--- config.mk ---
export PLATFORM = sky130hd
export DESIGN_NAME = reg_wr_arbiter_flat
export DESIGN_NICKNAME = d
export VERILOG_FILES = /design/src/rtl/reg_wr_arbiter_if.sv /design/src/rtl/reg_wr_arbiter.sv /design/src/flat_wrapper.sv
export SDC_FILE = /design/constraint.sdc
export NUM_CORES = 1
export LEC_CHECK = 0
export BUFFER_PORTS_ARGS = -buffer_cell sky130_fd_sc_hd__buf_2
export CORE_UTILIZATION = 30
export DETAILED_ROUTE_END_ITERATION = 16
export MAX_ROUTING_LAYER = met4
export PLACE_DENSITY = 0.57
export SYNTH_ARGS = -nofsm -noshare
export SYNTH_HDL_FRONTEND = slang
export SYNTH_SLANG_ARGS = --single-unit
--- constraint.sdc ---
create_clock -name clk -period 2.8 [get_ports clk]
set_clock_uncertainty 0.1 [all_clocks]
set_input_delay 0.14 -clock clk [delete_from_list [all_inputs] [get_ports clk]]
set_output_delay 0.14 -clock clk [all_outputs]
set_load 0.01 [all_outputs]
--- src/rtl/reg_wr_arbiter_if.sv ---
// Write-port bundle between the two register-file write requesters and the arbiter.
// The arbiter takes the slave view; requesters and observers take the master view.
interface reg_wr_arbiter_if #(
    parameter int ADDR_WIDTH = 5,
    parameter int REG_WIDTH  = 32
);
    logic                  freeze;
    logic                  wb_valid;
    logic [ADDR_WIDTH-1:0] wb_addr;
    logic [REG_WIDTH-1:0]  wb_data;
    logic                  wb_ready;
    logic                  dbg_valid;
    logic [ADDR_WIDTH-1:0] dbg_addr;
    logic [REG_WIDTH-1:0]  dbg_data;
    logic                  dbg_ready;
    logic                  RegWEn;
    logic [ADDR_WIDTH-1:0] AddrD;
    logic [REG_WIDTH-1:0]  DataD;
    logic [15:0]           wr_count;

    modport master (
        output freeze,
        output wb_valid, wb_addr, wb_data,
        output dbg_valid, dbg_addr, dbg_data,
        input  wb_ready, dbg_ready,
        input  RegWEn, AddrD, DataD, wr_count
    );

    modport slave (
        input  freeze,
        input  wb_valid, wb_addr, wb_data,
        input  dbg_valid, dbg_addr, dbg_data,
        output wb_ready, dbg_ready,
        output RegWEn, AddrD, DataD, wr_count
    );
endinterface

--- src/rtl/reg_wr_arbiter.sv ---
// Two-requester register-file write arbiter with one-cycle registered write port.
// Define REG_WR_ARB_RR_EN for round-robin contention; default is fixed priority to writeback.
module reg_wr_arbiter #(
    parameter int ADDR_WIDTH = 5,
    parameter int REG_WIDTH  = 32
) (
    input logic            clk,
    input logic            reset,
    reg_wr_arbiter_if.slave bus
);

    typedef enum logic {
        PTR_WB  = 1'b0,
        PTR_DBG = 1'b1
    } ptr_e;

    ptr_e                  r_ptr;
    logic                  r_wen;
    logic [ADDR_WIDTH-1:0] r_addr;
    logic [REG_WIDTH-1:0]  r_data;
    logic [15:0]           r_count;

    logic                  w_wb_grant;
    logic                  w_dbg_grant;
    logic                  w_xfer;
    logic                  w_commit;
    logic [ADDR_WIDTH-1:0] w_sel_addr;
    logic [REG_WIDTH-1:0]  w_sel_data;

    function automatic logic [15:0] sat_inc16(input logic [15:0] value);
        logic [15:0] result;
        if (value == 16'hFFFF) begin
            result = value;
        end else begin
            result = value + 16'd1;
        end
        return result;
    endfunction

    // Grant decision: nothing while in reset or frozen, otherwise sole requester or contention policy.
    always_comb begin
        w_wb_grant  = 1'b0;
        w_dbg_grant = 1'b0;
        if (!reset && !bus.freeze) begin
            if (bus.wb_valid && bus.dbg_valid) begin
`ifdef REG_WR_ARB_RR_EN
                if (r_ptr == PTR_WB) begin
                    w_dbg_grant = 1'b1;
                end else begin
                    w_wb_grant = 1'b1;
                end
`else
                w_wb_grant = 1'b1;
`endif
            end else if (bus.wb_valid) begin
                w_wb_grant = 1'b1;
            end else if (bus.dbg_valid) begin
                w_dbg_grant = 1'b1;
            end else begin
                w_wb_grant  = 1'b0;
                w_dbg_grant = 1'b0;
            end
        end else begin
            w_wb_grant  = 1'b0;
            w_dbg_grant = 1'b0;
        end
    end

    // Winner's payload, and whether the transfer actually writes (x0 is swallowed).
    always_comb begin
        w_sel_addr = bus.wb_addr;
        w_sel_data = bus.wb_data;
        if (w_dbg_grant) begin
            w_sel_addr = bus.dbg_addr;
            w_sel_data = bus.dbg_data;
        end else begin
            w_sel_addr = bus.wb_addr;
            w_sel_data = bus.wb_data;
        end
        w_xfer   = w_wb_grant | w_dbg_grant;
        w_commit = w_xfer && (w_sel_addr != {ADDR_WIDTH{1'b0}});
    end

    // Registered write port and commit counter.
    always_ff @(posedge clk or posedge reset) begin
        if (reset) begin
            r_wen   <= 1'b0;
            r_addr  <= {ADDR_WIDTH{1'b0}};
            r_data  <= {REG_WIDTH{1'b0}};
            r_count <= 16'd0;
        end else begin
            r_wen <= w_commit;
            if (w_commit) begin
                r_addr  <= w_sel_addr;
                r_data  <= w_sel_data;
                r_count <= sat_inc16(r_count);
            end else begin
                r_addr  <= r_addr;
                r_data  <= r_data;
                r_count <= r_count;
            end
        end
    end

    // Last-grant pointer; moves on every transfer, including writes to x0.
    always_ff @(posedge clk or posedge reset) begin
        if (reset) begin
            r_ptr <= PTR_WB;
        end else if (w_xfer) begin
            r_ptr <= w_dbg_grant ? PTR_DBG : PTR_WB;
        end else begin
            r_ptr <= r_ptr;
        end
    end

    assign bus.wb_ready  = w_wb_grant;
    assign bus.dbg_ready = w_dbg_grant;
    assign bus.RegWEn    = r_wen;
    assign bus.AddrD     = r_addr;
    assign bus.DataD     = r_data;
    assign bus.wr_count  = r_count;

endmodule

--- src/flat_wrapper.sv ---
// flat-port wrapper written by rule: the top's interface ports become plain ports
module reg_wr_arbiter_flat 
#(
    parameter int ADDR_WIDTH = 5,
    parameter int REG_WIDTH  = 32
)
  (clk, reset, bus_freeze, bus_wb_valid, bus_wb_addr, bus_wb_data, bus_dbg_valid, bus_dbg_addr, bus_dbg_data, bus_wb_ready, bus_dbg_ready, bus_RegWEn, bus_AddrD, bus_DataD, bus_wr_count);
  reg_wr_arbiter_if #(.ADDR_WIDTH(ADDR_WIDTH), .REG_WIDTH(REG_WIDTH)) bus_i ();
  input logic clk;
  input logic reset;
  input wire logic [$bits(bus_i.freeze)-1:0] bus_freeze;
  input wire logic [$bits(bus_i.wb_valid)-1:0] bus_wb_valid;
  input wire logic [$bits(bus_i.wb_addr)-1:0] bus_wb_addr;
  input wire logic [$bits(bus_i.wb_data)-1:0] bus_wb_data;
  input wire logic [$bits(bus_i.dbg_valid)-1:0] bus_dbg_valid;
  input wire logic [$bits(bus_i.dbg_addr)-1:0] bus_dbg_addr;
  input wire logic [$bits(bus_i.dbg_data)-1:0] bus_dbg_data;
  output wire logic [$bits(bus_i.wb_ready)-1:0] bus_wb_ready;
  output wire logic [$bits(bus_i.dbg_ready)-1:0] bus_dbg_ready;
  output wire logic [$bits(bus_i.RegWEn)-1:0] bus_RegWEn;
  output wire logic [$bits(bus_i.AddrD)-1:0] bus_AddrD;
  output wire logic [$bits(bus_i.DataD)-1:0] bus_DataD;
  output wire logic [$bits(bus_i.wr_count)-1:0] bus_wr_count;
  assign bus_i.freeze = bus_freeze;
  assign bus_i.wb_valid = bus_wb_valid;
  assign bus_i.wb_addr = bus_wb_addr;
  assign bus_i.wb_data = bus_wb_data;
  assign bus_i.dbg_valid = bus_dbg_valid;
  assign bus_i.dbg_addr = bus_dbg_addr;
  assign bus_i.dbg_data = bus_dbg_data;
  assign bus_wb_ready = bus_i.wb_ready;
  assign bus_dbg_ready = bus_i.dbg_ready;
  assign bus_RegWEn = bus_i.RegWEn;
  assign bus_AddrD = bus_i.AddrD;
  assign bus_DataD = bus_i.DataD;
  assign bus_wr_count = bus_i.wr_count;
  reg_wr_arbiter #(.ADDR_WIDTH(ADDR_WIDTH), .REG_WIDTH(REG_WIDTH)) u_core (.clk(clk), .reset(reset), .bus(bus_i));
endmodule
## Word level (Yosys, flattened, before mapping)

Cells that the tools add are included.

| storage, ports and cells | value |
|---|---|
| bits in registers | 54 |
| input bits | 79 |
| output and inout port bits | 56 |
| word-level logic and storage cells | 24 |

| cells by class | value |
|---|---|
| add/sub/neg operators | 1 |
| eq/ne operators | 1 |
| muxes and demuxes | 9 |
| bitwise gates (word level) | 2 |
| reductions and logical operators | 7 |

Operators by type and width:

| operator | count |
|---|---|
| $mux W32 | 1 |
| $add A16 B1 Y16 const B | 1 |
| $eq A16 B16 Y1 const B | 1 |
| $mux W1 | 7 |
| $mux W5 | 1 |
| $reduce_bool A5 Y1 | 1 |
| $logic_and A1 B1 Y1 | 3 |
| $logic_not A1 Y1 | 2 |
| $reduce_and A2 Y1 | 1 |
| $not A1 Y1 | 1 |
| $or A1 B1 Y1 | 1 |

## Depth between registers and ports, before layout

Gate-level depths: netlist of run 1.

| depth | value |
|---|---|
| word-level depth | 8 |
| mapped depth | 7 |
| gate-level depth less buffers | 6 |

## Least setup slack after synthesis of run 1

OpenSTA, ideal clock, no wires.

| path | value |
|---|---|
| kind | register to register |
| start point | reg u_core.r_count[0], in the netlist u_core.bus.wr_count[0] |
| end point | reg u_core.r_count[2], in the netlist u_core.bus.wr_count[2] |
| setup time | 0.129 ns |
| arrival | 1.671 ns |
| required time | 2.571 ns |
| setup slack | 0.900 ns |
| stages on the path, launching flop included | 6 |
| buffers on the path | 0 |
| clock period less this slack | 1.900 ns |
| path through | dfrtp_1 ha_1 nand3_1 or4_1 and3_1 xor2_1 |

| on the way | value |
|---|---|
| longest elaborated chain between the ends | 3 |
| elaborated cells on any way between the ends | 4 |
| those cells by class | 1 x add/sub; 1 x eq/ne; 1 x bitwise; 1 x reduce/logical |

Ends and longest elaborated chain:

| element | RTL line | RTL |
|---|---|---|
| start, declared | reg_wr_arbiter.sv:21 | `logic [15:0] r_count;` |
| start signal, assigned | reg_wr_arbiter.sv:96 | `r_count <= sat_inc16(r_count);` |
| start signal, assigned | reg_wr_arbiter.sv:100 | `r_count <= r_count;` |
| branches (longest 3 deep; another with $add A16 B1 Y16) | n/a |  |

Parallel ways; which one is timed is not known.
A chain may end at the register's enable or synchronous reset.

## Worst setup path in the final report of run 1

Same ends and word-level chain as after synthesis.

==> results of run 1 <==
power by group through the flow:
| stage | Combinational [W] | Clock [W] | Sequential, W |
|---|---|---|---|
| 2_1_floorplan | 0.000191 | 0 | 0.00109 |
| 3_3_place_gp | 0.000488 | 0 | 0.00104 |
| 3_5_place_dp | 0.000504 | 0 | 0.00104 |
| 4_1_cts | 0.000507 | 0.000662 | 0.00103 |
| 5_1_grt | 0.000565 | 0.000694 | 0.00105 |
| 6_report | 0.000498 | 0.000637 | 0.00103 |
metrics by stage:
stage / total power, W / area, µm²
2_1_floorplan: 0.00128 / 2590
3_3_place_gp: 0.00153 / 3360
3_5_place_dp: 0.00154 / 3360
4_1_cts: 0.00220 / 3520
5_1_grt: 0.00231 / 3520
6_report: 0.00216 / 3520
flip-flops by register name, summed over array words and instances, names as in the netlist:
name,cells
u_core.bus.wr_count,16
u_core.bus.AddrD,5
u_core.bus.DataD,32
u_core.bus.RegWEn,1
worst max-delay path: stages, from the launching register on:
cell     delay [ns]
dfrtp_1        0.47
ha_1           0.24
nand3_1        0.18
or4_1          0.59
and3_1         0.23
xor2_1         0.14
final timing paths:
kind | from | end | slack, ns
max | u_core.bus.wr_count[0]$_DFFE_PP0P_ | u_core.bus.wr_count[2]$_DFFE_PP0P_ | 0.74
min | bus_wb_data[12] | u_core.bus.DataD[12]$_DFFE_PP0P_ | 0.01
max reg2reg | u_core.bus.wr_count[0]$_DFFE_PP0P_ | u_core.bus.wr_count[2]$_DFFE_PP0P_ | 0.74
min reg2reg | u_core.bus.DataD[2]$_DFFE_PP0P_ | u_core.bus.DataD[2]$_DFFE_PP0P_ | 0.38
max in group asynchronous | reset | u_core.bus.DataD[24]$_DFFE_PP0P_ | 1.46
min in group asynchronous | reset | u_core.bus.DataD[8]$_DFFE_PP0P_ | 0.32
cells by family after synthesis:
family,Yosys count
DFF,54
AOI/OAI and AO/OA,40
and+or+nand+nor,82
adders and majority gates,1
muxes,38
xor gates and xnor gates,14
buffers and inverters,16
area by class of cell:
cell class | count | area [µm²]
inverters | 3 | 11.3
multi-input cells | 175 | 1160
fillers | 835 | 4780
well taps | 105 | 131
flip-flops and latches | 54 | 1350
clock inverters | 2 | 60.1
clock buffers | 6 | 82.6
repair buffers | 140 | 721
cell usage in the layout (no fill, tap or decap):
master / n
o21ai_0: 36
and4_1: 2
buf_4: 4
xnor2_1: 11
nor3b_2: 1
inv_2: 2
nand3_1: 9
a21oi_1: 1
bufinv_16: 2
xor2_1: 3
buf_2: 134
mux2_4: 1
nand2_1: 41
and2_4: 1
and3_1: 3
nand4_1: 8
nor4_1: 1
inv_1: 1
nor4_2: 2
ha_1: 1
dfrtp_1: 54
dlygate4sd3_1: 2
nor2_2: 1
nor2_1: 4
or4_1: 3
nor3_1: 3
nand4_2: 1
nor4b_4: 1
o31ai_1: 1
o21ai_1: 2
and2_1: 1
clkbuf_8: 6
mux2i_1: 37
timing repair:
action	4_1_cts	5_1_grt
hold endpoints to repair	20	0
buffers inserted	0	0
hold buffers	2	0
layer usage:
metal	vias to the layer above	part of all wire	track usage
li1	1127	-	-
met1	993	0.45	0.185
met4	0	0.011	0.0366
met2	91	0.47	0.242
met5	-	0	-
met3	5	0.072	0.0282
==> results.yml, run 1 <==
logic_synthesis:
  ys_ff_latch: 54
  yosysMostFrequentCell: "dfrtp_1"
  yosysWarningCount: 0
  synth-simple-area-share: 0.166
  synth.distinct_cells: 32
  synth_edf_count: 0
  synthAdderAreaFrac: 0.00484
  synth-xor-area-share: 0.0474
  synth-compound-area-share: 0.0784
  yosysTopAreaCellShare: 0.522
  synth_nets: 325
  synth_top_family_by_area: "simple AND/OR/NAND/NOR gates"
  synth_mux_area_frac: 0.149
  syn_inst: 245
  synth_area_um2: 2590
  ys_seq_area_frac: 0.522
  synth_common_cells: "dfrtp_1 (54), nand2_1 (41), mux2i_1 (37), o21ai_0 (36), xnor2_1 (11)"
  avgSynthCellArea_um2: 10.6
  ys.flop_type: "dfrtp_1"
  synth_top_area_cell: "dfrtp_1"
  synthTopCellsByArea: "dfrtp_1 (52%), mux2i_1 (14%), o21ai_0 (7.0%), nand2_1 (6.0%), xnor2_1 (3.7%)"
  async_reset_ff_frac: 1.00
detailed_routing:
  final_antenna_net_count: 0
  drc_errors: 0
  vias: 2216
  routedWlPerCell_um: 12.7
  dr.pass1.iters: 4
  via_per_inst: 4.57
  finalWirelength_um: 6160
  drt_iter0_markers: 53
timing:
  final.setup.worst_slack_ns: 0.736
  tns_ns: 0
  tightest_slew_ns: 0.523
  slew_violations: 0
  rsz0062_at_grt: "no"
  fin_crit_sh: 0.737
  setup_violations: 0
  final_hold_viol_count: 0
  clock.fmax_mhz: 485
  whs_ns: 0.0149
  min_period_ns: 2.06
  slew_headroom: 0.648
global_route:
  grt_max_degree: 43
  grt_overflow: 0
  grtUsageTotal: 0.147
  antenna_found_initial: 0
  grt_pass1_vias: 2100
  grt_pass1_wl_um: 10000
clock_network:
  ctsResizeCount: 0
  cts_tree: "yes"
  htreeDepth: 2
  clock_tree.root_cell: "clkbuf_8"
  clk_latency_ns: 0.31
  clk_pin_slew_ns: 0.10
  clock_sinks: 54
  cts_buffers: 5
  cts_buffer_depth: 2
setup_path:
  cp-start-kind: "register"
  reg2reg_depth: 5
  cp.required_ns: 2.90
  critPathMaxFanout: 6
  endpoint_kind: "register"
  crit_arrival_ns: 2.16
  critPathKind: "reg -> reg"
power:
  seqPwrFrac: 0.475
  p_comb_frac: 0.230
  leakagePower_nw: 1.73
  powerDensity_nw_per_um2: 614
  vdd_drop_max_v: 0.000288
  p_sw_w: 0.000634
  p_clk_frac: 0.295
  power.share.switching: 0.293
  p_int_w: 0.00153
die:
  initial_utilization: 0.312
  die_area_um2: 9000
  io_pins: 135
  die_h_um: 94.9
  core_area_um2: 8300
  placementRows: 33
  die_x_um: 94.9
placement:
  gp_congestion: 0.828
  hpwl_um: 4610
  post-place-cells: 475
  dp_slack_ns: 0.713
  io_buffers: 134
cells_and_area:
  diodes: 0
  syn2layout_area_growth_pct: 36.1
  fin_cells: 485
  nNetsFinal: 459
  final_core_util: 0.424
  drive_gt1_frac: 0.411
hold_path:
  hp-class: "in -> reg"
  hold_depth: 3
outcome:
  status: "complete, no violations"
run:
  maxCapViolCount: 0
Note: power is estimated with default switching activity, not from simulation.
==> inputs of run 2 (changes only) <==
Clock period 2.8 ns to 2.1 ns, I/O delays scaled along.
==> run 2 against run 1 <==
Net effect: sequential cell count unchanged; sequential power increased by 32%; non-clock buffer count up 37; sequential share of layout area shrank 3.8 points; global-route usage rose by 2.4 points; worst hold slack got worse by 0.010 ns; routed wire length rose by 16%; die area stayed put; utilization up 4.7 points; total power rose by 37%; maximum frequency grew 5.4%; register-to-register slack worse by 0.59 ns; largest power group unchanged; highest routed layer unchanged.
==> results.yml, run 2 (synthesized netlist as in run 1, its figures left out) <==
detailed_routing:
  vias: 2436
  drc_errors: 0
  final_antenna_net_count: 0
  via_per_inst: 4.67
  routedWlPerCell_um: 13.7
  dr.pass1.iters: 4
  finalWirelength_um: 7160
  drt_iter0_markers: 47
setup_path:
  crit_arrival_ns: 2.05
  critPathMaxFanout: 6
  critPathKind: "reg -> reg"
  cp-start-kind: "register"
  endpoint_kind: "register"
  cp.required_ns: 2.19
die:
  placementRows: 33
  initial_utilization: 0.312
  io_pins: 135
  die_h_um: 94.9
  die_x_um: 94.9
  core_area_um2: 8300
  die_area_um2: 9000
power:
  leakagePower_nw: 1.89
  vdd_drop_max_v: 0.000411
  powerDensity_nw_per_um2: 755
cells_and_area:
  final_cell_mix: "buf_2 (134), dfrtp_1 (53), nand2_1 (41)"
  multi_input_area_um2: 1170
  drive_gt1_frac: 0.386
  fillCellCount: 790
  diodes: 0
  largest_register_ffs: 32
  nNetsFinal: 496
  fin_cells: 522
  syn2layout_area_growth_pct: 51.3
  final_common_cell: "buf_2"
  seq_area_um2: 1350
clock_network:
  htreeDepth: 2
  clock_tree.root_cell: "clkbuf_8"
  cts_buffers: 5
  cts_buffer_depth: 2
  cts_tree: "yes"
  clk_pin_slew_ns: 0.10
  clock_sinks: 54
  clk_latency_ns: 0.31
placement:
  io_buffers: 134
  gp_congestion: 0.857
  dp_slack_ns: 0.143
  hpwl_um: 4830
  post-place-cells: 478
global_route:
  grt_use_met1: 0.186
  grt_max_degree: 37
  grt_busiest_layer: "met2"
  antenna_found_initial: 0
  grt_pass1_vias: 2550
  grt_pass1_wl_um: 11700
  met2_usage: 0.312
  use_met3: 0.0330
  grtUsageTotal: 0.170
  grt_overflow: 0
outcome:
  status: "complete, no violations"
run:
  maxCapViolCount: 0
hold_path:
  hp-class: "in -> reg"
timing:
  fin_crit_sh: 0.932
  slew_headroom: 0.644
  rsz0062_at_grt: "no"
  final.setup.worst_slack_ns: 0.142
  tightest_slew_ns: 0.529
  setup_violations: 0
  clock.fmax_mhz: 511
  min_period_ns: 1.96
  final_hold_viol_count: 0
  slew_violations: 0
  tns_ns: 0
-- run 2: cell types whose count changed in the layout (fill, tap and decap cells not counted), sizes merged --
| cell | previous run | this run |
|---|---|---|
| buf | 138 | 141 |
| dlygate4sd3 | 2 | 36 |
-- run 2: per-stage QoR --
stage	util	total power [W]	hold slack, ns	instance area, µm²
after CTS	0.471	0.00299	0.000107	3910
after global placement	0.410	0.00206	0.137	3400
after floorplan	-	0.00171	0.101	2590
after detailed placement	0.410	0.00208	0.147	3400
final	0.471	0.00296	0.00439	3910
after global routing	0.471	0.00315	0.0184	3910
-- run 2: layout make-up --
class	instances	share of cell area
Clock buffer	6	0.0211
Clock inverter	2	0.0154
Inverter	3	0.00288
Multi-Input combinational cell	175	0.298
Sequential cell	54	0.346
Tap cell	105	0.0336
Timing Repair Buffer	177	0.283
-- run 2: worst paths after layout --
path                                                           from                                 end  slack (ns)  depth (start not counted)
worst min-delay path                                bus_wb_data[10]    u_core.bus.DataD[10]$_DFFE_PP0P_       0.004                          3
worst min register to register      u_core.bus.AddrD[2]$_DFFE_PP0P_     u_core.bus.AddrD[2]$_DFFE_PP0P_        0.38                          2
worst max register to register  u_core.bus.wr_count[12]$_DFFE_PP0P_  u_core.bus.wr_count[1]$_DFFE_PP0P_        0.14                          4
worst max-delay path            u_core.bus.wr_count[12]$_DFFE_PP0P_  u_core.bus.wr_count[1]$_DFFE_PP0P_        0.14                          4
min in group asynchronous                                     reset    u_core.bus.DataD[24]$_DFFE_PP0P_        0.35                          3
max in group asynchronous                                     reset     u_core.bus.AddrD[0]$_DFFE_PP0P_        0.99                          4
-- run 2: report_power, final --
part	total, W	switching (W)	internal, W
clock	0.000848	0.000340	0.000509
combinational	0.000746	0.000379	0.000367
sequential	0.00136	0.000140	0.00122
total	0.00296	0.000858	0.00210
-- run 2: metal layers --
metal  part of all wire  vias up
li1                   -     1204
met1               0.41     1126
met2               0.52      100
met3              0.059        6
met4             0.0080        0
met5                  0        -
-- run 2: what timing repair did --
item,4_1_cts,5_1_grt
buffers inserted,0,0
setup endpoints to repair,0,1
hold buffers,36,0
gates resized for setup,0,2
hold endpoints to repair,44,0
-- run 2: critical path, stage by stage (launching register included) --
cell	delay [ns]
dfrtp_1	0.45
nand4_1	0.28
nor4_2	0.60
nor2_2	0.10
mux2_4	0.31
